===== config.mk =====
export PLATFORM = sky130hd
export DESIGN_NAME = scan_seq_arb
export DESIGN_NICKNAME = d
export VERILOG_FILES = /design/src/rtl/scan_seq_arb.sv
export SDC_FILE = /design/constraint.sdc
export NUM_CORES = 1
export LEC_CHECK = 0
export BUFFER_PORTS_ARGS = -buffer_cell sky130_fd_sc_hd__clkbuf_2
export CAP_MARGIN = 20
export CORE_AREA = 2 2 159 161
export DETAILED_ROUTE_END_ITERATION = 12
export DIE_AREA = 0 0 161 163
export GPL_ROUTABILITY_DRIVEN = 0
export SETUP_SLACK_MARGIN = 0.5
export SLEW_MARGIN = 20
export SYNTH_ARGS = -nofsm -noshare
export SYNTH_HDL_FRONTEND = slang
export SYNTH_SLANG_ARGS = --single-unit
export TNS_END_PERCENT = 10

===== constraint.sdc =====
create_clock -name clk -period 2.2 [get_ports clk]
set_input_delay 0 -clock clk [delete_from_list [all_inputs] [get_ports clk]]
set_output_delay 0 -clock clk [all_outputs]
set_load 0.01 [all_outputs]

===== src/rtl/scan_seq_arb.sv =====
// scan_seq_arb: runs enabled area-scan engines in index order and routes one engine's buses via a registered one-hot grant.
// Optional build macro SCAN_SEQ_WDOG_EN adds the per-area watchdog (error code 2).
module scan_seq_arb #(
  parameter int unsigned N_AREA      = 3,
  parameter int unsigned IDX_W       = 3,
  parameter int unsigned FRAM_W      = 43,
  parameter int unsigned CUDB_W      = 24,
  parameter int unsigned CDDB_W      = 24,
  parameter int unsigned TO_W        = 20,
  parameter int unsigned TIMEOUT_CYC = 32'h000F_FFFF
) (
  input  logic                     clk,
  input  logic                     rst,
  input  logic                     i_start_con,
  input  logic [11:0]              im_base_addr,
  input  logic [N_AREA-1:0]        im_area_en,
  input  logic                     i_stop_on_err,
  output logic                     o_busy,
  output logic                     o_done_con,
  output logic                     o_error_con,
  output logic [1:0]               om_err_code,
  output logic [IDX_W-1:0]         om_err_area,
  output logic [N_AREA-1:0]        om_start,
  output logic [11:0]              om_base_addr,
  input  logic [N_AREA-1:0]        i_done,
  input  logic [N_AREA-1:0]        i_error,
  input  logic [N_AREA*FRAM_W-1:0] im_fram_req,
  output logic [FRAM_W-1:0]        om_fram_bus,
  input  logic [N_AREA*CUDB_W-1:0] im_cudb_req,
  output logic [CUDB_W-1:0]        om_cudb_bus,
  input  logic [N_AREA*CDDB_W-1:0] im_cddb_req,
  output logic [CDDB_W-1:0]        om_cddb_bus,
  output logic [N_AREA-1:0]        om_grant
);

  localparam int unsigned BASE_W   = 12;
  localparam logic [IDX_W-1:0] LAST_IDX = IDX_W'(N_AREA - 1);
  localparam logic [1:0] CODE_NONE = 2'd0;
  localparam logic [1:0] CODE_AREA = 2'd1;

  if (N_AREA < 2 || N_AREA > 8 || (N_AREA - 1) >= (32'd1 << IDX_W) ||
      TO_W < 2 || TO_W > 31 || TIMEOUT_CYC < 2 || TIMEOUT_CYC >= (32'd1 << TO_W)) begin : g_bad_cfg
    $error("scan_seq_arb: illegal parameter set");
  end

  typedef enum logic [2:0] {
    S_IDLE,
    S_SELECT,
    S_START,
    S_WAIT,
    S_NEXT,
    S_DONE
  } state_e;

  state_e              state_q, state_d;
  logic [IDX_W-1:0]    idx_q, idx_d;
  logic [N_AREA-1:0]   grant_q, grant_d;
  logic [N_AREA-1:0]   start_q, start_d;
  logic [N_AREA-1:0]   en_q, en_d;
  logic [BASE_W-1:0]   base_q, base_d;
  logic                stop_q, stop_d;
  logic                busy_q, busy_d;
  logic                done_q, done_d;
  logic                error_q, error_d;
  logic [1:0]          code_q, code_d;
  logic [IDX_W-1:0]    area_q, area_d;

  logic                sel_found_c;
  logic [IDX_W-1:0]    sel_idx_c;
  logic                done_hit_c;
  logic                err_hit_c;

`ifdef SCAN_SEQ_WDOG_EN
  localparam logic [1:0]      CODE_WDOG = 2'd2;
  localparam logic [TO_W-1:0] WDOG_LAST = TO_W'(TIMEOUT_CYC - 1);
  logic [TO_W-1:0] wdog_q, wdog_d;

  always_ff @(posedge clk or negedge rst) begin
    if (!rst) wdog_q <= '0;
    else      wdog_q <= wdog_d;
  end
`endif

  // Lowest enabled area at or above the current index.
  always_comb begin
    sel_found_c = 1'b0;
    sel_idx_c   = '0;
    for (int k = int'(N_AREA) - 1; k >= 0; k--) begin
      if (en_q[k] && (IDX_W'(k) >= idx_q)) begin
        sel_found_c = 1'b1;
        sel_idx_c   = IDX_W'(k);
      end
    end
  end

  // The grant is one-hot on idx, so masking with it observes only the active engine.
  assign done_hit_c = |(i_done & grant_q);
  assign err_hit_c  = |(i_error & grant_q);

  always_ff @(posedge clk or negedge rst) begin
    if (!rst) begin
      state_q <= S_IDLE;
      idx_q   <= '0;
      grant_q <= '0;
      start_q <= '0;
      en_q    <= '0;
      base_q  <= '0;
      stop_q  <= 1'b0;
      busy_q  <= 1'b0;
      done_q  <= 1'b0;
      error_q <= 1'b0;
      code_q  <= CODE_NONE;
      area_q  <= '0;
    end else begin
      state_q <= state_d;
      idx_q   <= idx_d;
      grant_q <= grant_d;
      start_q <= start_d;
      en_q    <= en_d;
      base_q  <= base_d;
      stop_q  <= stop_d;
      busy_q  <= busy_d;
      done_q  <= done_d;
      error_q <= error_d;
      code_q  <= code_d;
      area_q  <= area_d;
    end
  end

  always_comb begin
    state_d = state_q;
    idx_d   = idx_q;
    grant_d = grant_q;
    start_d = '0;
    en_d    = en_q;
    base_d  = base_q;
    stop_d  = stop_q;
    busy_d  = busy_q;
    done_d  = 1'b0;
    error_d = error_q;
    code_d  = code_q;
    area_d  = area_q;
`ifdef SCAN_SEQ_WDOG_EN
    wdog_d  = wdog_q;
`endif
    unique case (state_q)
      S_IDLE: begin
        if (i_start_con) begin
          base_d  = im_base_addr;
          en_d    = im_area_en;
          stop_d  = i_stop_on_err;
          code_d  = CODE_NONE;
          area_d  = '0;
          error_d = 1'b0;
          idx_d   = '0;
          busy_d  = 1'b1;
          state_d = S_SELECT;
        end
      end
      S_SELECT: begin
        if (sel_found_c) begin
          idx_d   = sel_idx_c;
          grant_d = N_AREA'(1) << sel_idx_c;
          start_d = N_AREA'(1) << sel_idx_c;
          state_d = S_START;
        end else begin
          state_d = S_DONE;
        end
      end
      S_START: begin
`ifdef SCAN_SEQ_WDOG_EN
        wdog_d  = '0;
`endif
        state_d = S_WAIT;
      end
      S_WAIT: begin
        // An error arriving with done still counts; only the first error is kept.
        if (done_hit_c || err_hit_c) begin
          if (err_hit_c && (code_q == CODE_NONE)) begin
            code_d = CODE_AREA;
            area_d = idx_q;
          end
          state_d = S_NEXT;
        end
`ifdef SCAN_SEQ_WDOG_EN
        else if (wdog_q == WDOG_LAST) begin
          if (code_q == CODE_NONE) begin
            code_d = CODE_WDOG;
            area_d = idx_q;
          end
          state_d = S_NEXT;
        end else if (wdog_q != '1) begin
          wdog_d = wdog_q + 1'b1;
        end
`endif
      end
      S_NEXT: begin
        grant_d = '0;
        if ((code_q != CODE_NONE) && stop_q) begin
          state_d = S_DONE;
        end else if (idx_q == LAST_IDX) begin
          state_d = S_DONE;
        end else begin
          idx_d   = idx_q + 1'b1;
          state_d = S_SELECT;
        end
      end
      S_DONE: begin
        done_d  = 1'b1;
        error_d = (code_q != CODE_NONE);
        busy_d  = 1'b0;
        state_d = S_IDLE;
      end
      default: state_d = S_IDLE;
    endcase
  end

  // AND-OR mux on the registered one-hot grant; all zero when nothing is granted.
  always_comb begin
    om_fram_bus = '0;
    om_cudb_bus = '0;
    om_cddb_bus = '0;
    for (int unsigned k = 0; k < N_AREA; k++) begin
      if (grant_q[k]) begin
        om_fram_bus = om_fram_bus | im_fram_req[k*FRAM_W +: FRAM_W];
        om_cudb_bus = om_cudb_bus | im_cudb_req[k*CUDB_W +: CUDB_W];
        om_cddb_bus = om_cddb_bus | im_cddb_req[k*CDDB_W +: CDDB_W];
      end
    end
  end

  assign o_busy       = busy_q;
  assign o_done_con   = done_q;
  assign o_error_con  = error_q;
  assign om_err_code  = code_q;
  assign om_err_area  = area_q;
  assign om_start     = start_q;
  assign om_base_addr = base_q;
  assign om_grant     = grant_q;

endmodule


======== Word level (Yosys, flattened, before mapping) ========
Index checks and enable logic that the tools add are counted.
word-level totals
  register bits ........................... 36
  latch bits .............................. 0
  memory bits (writable) .................. 0
  memory bits (read-only) ................. 0
  input port bits ......................... 298
  word-level logic and storage cells ...... 100
  memories kept ........................... 0
cells by class
  add/subtract/negate cells ............... 1
  multipliers ............................. 0
  divide/modulo/power cells ............... 0
  $lt $le $gt $ge ......................... 3
  eq/ne operators ......................... 12
  shift operators ......................... 1
  muxes and demuxes ....................... 42
  bitwise logic cells ..................... 8
  reduce and logical (&&, ||, !) cells .... 21
operators with widths
  operator                                              count
  2-to-1 mux 24 bit                                     6
  2-to-1 mux 43 bit                                     3
  OR 24 bit                                             4
  OR 43 bit                                             2
  2-to-1 mux 3 bit                                      14
  case mux 3 bit (5 select lines)                       1
  2-to-1 mux 2 bit                                      6
  inequality test 2 bit (second input constant)         6
  case mux 3 bit (2 select lines)                       2
  equality test 3 x 2 -> 1 bit (second input constant)  3
  case mux 3 bit (3 select lines)                       1
  AND reduction 2 bit                                   4
  nonzero test 2 bit                                    4
  AND 3 bit                                             2
  equality test 3 bit (second input constant)           2
  >= comparator 1 x 3 -> 1 bit (first input constant)   2
  2-to-1 mux 1 bit                                      6
  OR reduction 3 bit                                    2
  logical AND 1 bit                                     5
  AND reduction 5 bit                                   1
  case mux 1 bit (2 select lines)                       2
  case mux 2 bit (2 select lines)                       1
  AND reduction 4 bit                                   1
  adder 3 x 1 -> 3 bit (second input constant)          1
  other kinds (7)                                       7

======== Logic depth before layout (Yosys ltp) ========
  depth after elaboration ................. 8
  mapped depth ............................ 7
  mapped depth without buffers ............ 7

======== Worst setup path before layout ========
No wires, ideal clock.
  path kind ............................... register to register
  start point ............................. register idx_q[1]
  end point ............................... register idx_q[0]
  library setup time ...................... 0.079 ns
  arrival ................................. 1.507 ns
  required time ........................... 2.121 ns
  setup slack ............................. 0.614 ns
  cell stages (with the launch flop) ...... 8
  buffers on the path ..................... 0
  period minus slack after synthesis ...... 1.586 ns
  path through ............................ dfrtp_1 > inv_2 > ha_1 > o21ba_1 > o21ai_2 > nor4b_2 > a31oi_1 > mux2i_1
on the way
  longest elaborated chain between the ends .. 7
RTL lines
  what                                    RTL line  text
  start, declared                         56        logic [IDX_W-1:0] idx_q, idx_d;
  start signal, assigned                  116       idx_q <= idx_d;
  >= comparator 2 x 3 -> 1 bit            89        if (en_q[k] && (IDX_W'(k) >= idx_q)) begin
  logical AND 1 bit                       89
  2-to-1 mux 1 bit (3 in a row)           89
  inequality test 2 bit (no source line)  --
  AND reduction 5 bit (no source line)    --
Several ways; a longest one is shown, not always the timed one. The select of a mux whose other input is x is not followed.
A chain may end at the register's enable or synchronous reset.

======== Worst setup path in the final report ========
  start point ............................. register grant_q[0] (netlist: om_grant[0])
  end point ............................... output om_fram_bus[42]
on the way
  longest elaborated chain between the ends .. 5
RTL lines
  what                    RTL line  text
  start, declared         57        logic [N_AREA-1:0] grant_q, grant_d;
  start signal, assigned  117       grant_q <= grant_d;
  2-to-1 mux 43 bit (*)   224       if (grant_q[k]) begin
  OR 43 bit               225       om_fram_bus = om_fram_bus | im_fram_req[k*FRAM_W +: FRAM_W];
  2-to-1 mux 43 bit (*)   224
  OR 43 bit               225
  2-to-1 mux 43 bit (*)   224
  end, declared           28        output logic [FRAM_W-1:0] om_fram_bus,
Mark *: on every way between the ends. The rest lies on a longest branch, timed or not.

==> results_dict.tcl <==
set metrics [dict create \
    status "completed" \
    synth_area_um2 3010 \
    power_frac_clock_pct 44.6 \
    ys_warn_count 0 \
    fin_util_pct 25.0 \
    cts-root-buf "clkbuf_16" \
    tns_ns 0 \
    first_pass_iters 9 \
    finClkSkew_ns 0.00575 \
    cp.required_ns 2.20 \
    cts_buffers 5 \
    reg2reg_from "state_q[2]" \
    power.leakage_uw 0.00398 \
    synth_area_per_cell_um2 8.76 \
    crit_path_end_kind "primary output" \
    relSlewSlack_pct 57.9 \
    startpoint_type "flip-flop" \
    p_int_uw 1420 \
    dieArea_um2 26200 \
    arrival_ns 1.85 \
    crit_path_end "om_fram_bus[42]" \
    synth.distinct_cells 41 \
    hp-start "i_done[2]" \
    grt_max_degree 39 \
    io_buffers 413 \
    num_rows 58 \
    drt_wl_total_mm 22.0 \
    viasPerCell 4.43 \
    syn2layout_area_growth_pct 104 \
    clk_path_buf_depth 2 \
    grt_usage_pct 14.9 \
    cts.sinks 35 \
    ios 415 \
    whs_ns 0.140 \
    p_comb_share_pct 19.1 \
    drive_gt1_share_pct 63.2 \
    fin_crit_ns 1.85 \
    syn_nets 645 \
    powerDensity_nw_per_um2 299 \
    ir_worst_vdd_mv 0.377 \
    worstMarginPinSlew_ns 0.631 \
    clk_latency_ns 0.28 \
    hold_class "input pin to flip-flop" \
    coreArea_um2 24700 \
    dp.cells 1064 \
    critPathKind "flip-flop to primary output" \
    grt_first_pass_wirelength_mm 29.3 \
    die_w_um 161 \
    drt-initial-drc-count 825 \
    post-route-drc-count 0 \
    fin_nets 1080 \
    p_seq_share_pct 36.3 \
    swShare_pct 22.7 \
    worst-r2r-setup-slack_ns 0.42 \
    dp_hpwl_mm 17.9 \
    antenna_left 0 \
    vias 4935 \
    dieHeight_um 163 \
    reg2regPathDepth 5 \
    slew_viol_final 0 \
    first_global_vias 4469 \
    ys_seq_elements 35 \
    cp-startpoint "om_grant[0]" \
    htreeDepth 2 \
    rsz0062_at_grt "yes" \
    power_switching_uw 417 \
    start_util_pct 12.2 \
    report.final.setup_viol 0 \
    fmax_mhz 540 \
    fillers 2740 \
    reg2reg_to "idx_q[1]" \
    fin_crit_sh_pct 84.2 \
    grt-ovfl-total 0 \
    yosysSeqAreaShare_pct 29.1 \
    routedWlPerCell_um 19.7 \
    final_hold_viol_count 0 \
    clk_pin_slew_ns 0.06 \
    maxCapViolCount 0 \
    critPathMaxFanout 24 \
    syn_inst 344 \
    antenna_found_initial 7 \
    layout.cells.non_filler 1115 \
    cts_tree "done" \
]
-- state kept, by name, indices dropped and copies added, names as in the netlist --
name          flops
state_q           3
om_base_addr     12
o_busy            1
o_error_con       1
om_err_code       1
stop_q            1
om_err_area       3
idx_q             3
en_q              3
om_grant          3
o_done_con        1
om_start          3
-- how the worst min path moves through the flow --
stage / endpoint / slack (ns) / depth (start not counted)
after detailed placement: om_base_addr[6] / 0.04 / 1
after floorplan: en_q[0] / -0.30 / 0
after global routing: state_q[2] / 0.17 / 4
after CTS: state_q[2] / 0.14 / 4
final: state_q[2] / 0.14 / 4
after global placement: om_base_addr[6] / 0.04 / 1
-- through the flow --
stage	worst slack, ns	instance area [µm²]	total power, µW
detailed placement	0.319	5490	1000
floorplan	0.614	3010	703
finish	0.347	6160	1840
global placement	0.406	5490	1000
CTS	0.320	6080	1860
global route	0.283	6160	1930
-- worst max-delay path, cell delays in order (launching register included) --
cell and delay, ns:
dfrtp_4 0.54, buf_6 0.20, a222oi_1 0.57, inv_1 0.09, clkbuf_2 0.15
-- cells by family after synthesis --
logic type | after synthesis | synth area share [%]
AO/OA/AOI/OAI | 121 | 38.6
XOR/XNOR | 1 | 0.291
adder cells (fa/ha/maj) | 3 | 1.25
other | 1 | 0.124
buffers and inverters | 132 | 17.0
flip-flops | 35 | 29.1
AND/OR/NAND/NOR | 33 | 6.98
multiplexers | 18 | 6.64
-- cells in the final DEF, fill, tap and decap left out, types with 4 or more instances in the layout --
cell type | netlist | final
a21o_1 | 5 | 5
a222oi_1 | 93 | 93
a22o_1 | 5 | 5
buf_12 | 0 | 4
buf_4 | 2 | 21
buf_6 | 1 | 6
clkbuf_16 | 0 | 5
clkbuf_2 | 0 | 410
dfrtp_1 | 35 | 30
diode_2 | 0 | 5
dlygate4sd3_1 | 0 | 17
inv_1 | 94 | 93
mux2_2 | 16 | 16
nand2_1 | 11 | 11
nand2b_1 | 4 | 4
nor2_1 | 5 | 5
-- metal layers --
metal  vias to the layer above  share of wire, %  global-route usage (%)
li1                       2234                 -                       -
met1                      2350                39                    19.0
met2                       325                50                    26.5
met3                        22               9.2                    2.90
met4                         4               1.2                    2.68
met5                         -              0.14                       0
-- area by class of cell --
cell class | instances | area, µm² | share of cell area (%)
timing repair buffer | 464 | 2640 | 42.9
multi-input combinational | 177 | 1670 | 27.1
sequential | 35 | 890 | 14.4
tap | 330 | 413 | 6.70
inverter | 96 | 360 | 5.85
clock buffer | 5 | 125 | 2.03
clock inverter | 3 | 46.3 | 0.752
antenna | 5 | 12.5 | 0.203
-- timing repair --
action                                 in CTS  in global routing
cloned                                      2                  0
setup endpoints to repair                  79                113
pin swaps                                   6                 14
hold buffers                               17                  0
setup buffers                              17                  2
endpoints found under the hold margin      39                  0
gates resized for setup                    14                 11
-- Yosys cell counts --
master / number / share of area (%)
inv_1: 94 / 12
a222oi_1: 93 / 31
dfrtp_1: 35 / 29
clkbuf_1: 25 / 3.1
mux2_2: 16 / 6.0
nand2_1: 11 / 1.4
buf_1: 6 / 0.75
a21o_1: 5 / 1.2
a22o_1: 5 / 1.5
nor2_1: 5 / 0.62
a21oi_1: 4 / 0.66
nand2b_1: 4 / 0.83
ha_1: 3 / 1.2
nand3b_1: 3 / 0.75
a31oi_1: 2 / 0.42
buf_2: 2 / 0.33
buf_4: 2 / 0.50
inv_2: 2 / 0.25
mux2i_1: 2 / 0.66
nand3_2: 2 / 0.66
nor3_1: 2 / 0.33
o21ai_0: 2 / 0.33
a211oi_1: 1 / 0.25
a21boi_1: 1 / 0.25
a311oi_2: 1 / 0.50
a31o_1: 1 / 0.29
buf_6: 1 / 0.37
conb_1: 1 / 0.12
nor3_4: 1 / 0.54
nor3b_1: 1 / 0.25
nor3b_4: 1 / 0.62
nor4b_2: 1 / 0.50
o21ai_1: 1 / 0.17
o21ai_2: 1 / 0.29
o21ba_1: 1 / 0.33
o2bb2a_2: 1 / 0.37
o311ai_4: 1 / 0.87
o32ai_1: 1 / 0.29
or2_1: 1 / 0.21
or3b_1: 1 / 0.29
xnor2_1: 1 / 0.29
-- power by group through the flow --
stage	Sequential, µW	Combinational, µW	Clock, µW
after global routing	671	381	877
after global placement	680	323	0
after detailed placement	680	324	0
after floorplan	684	19.1	0
final	669	352	820
after CTS	669	351	842
(Power assumes the default switching activity.)
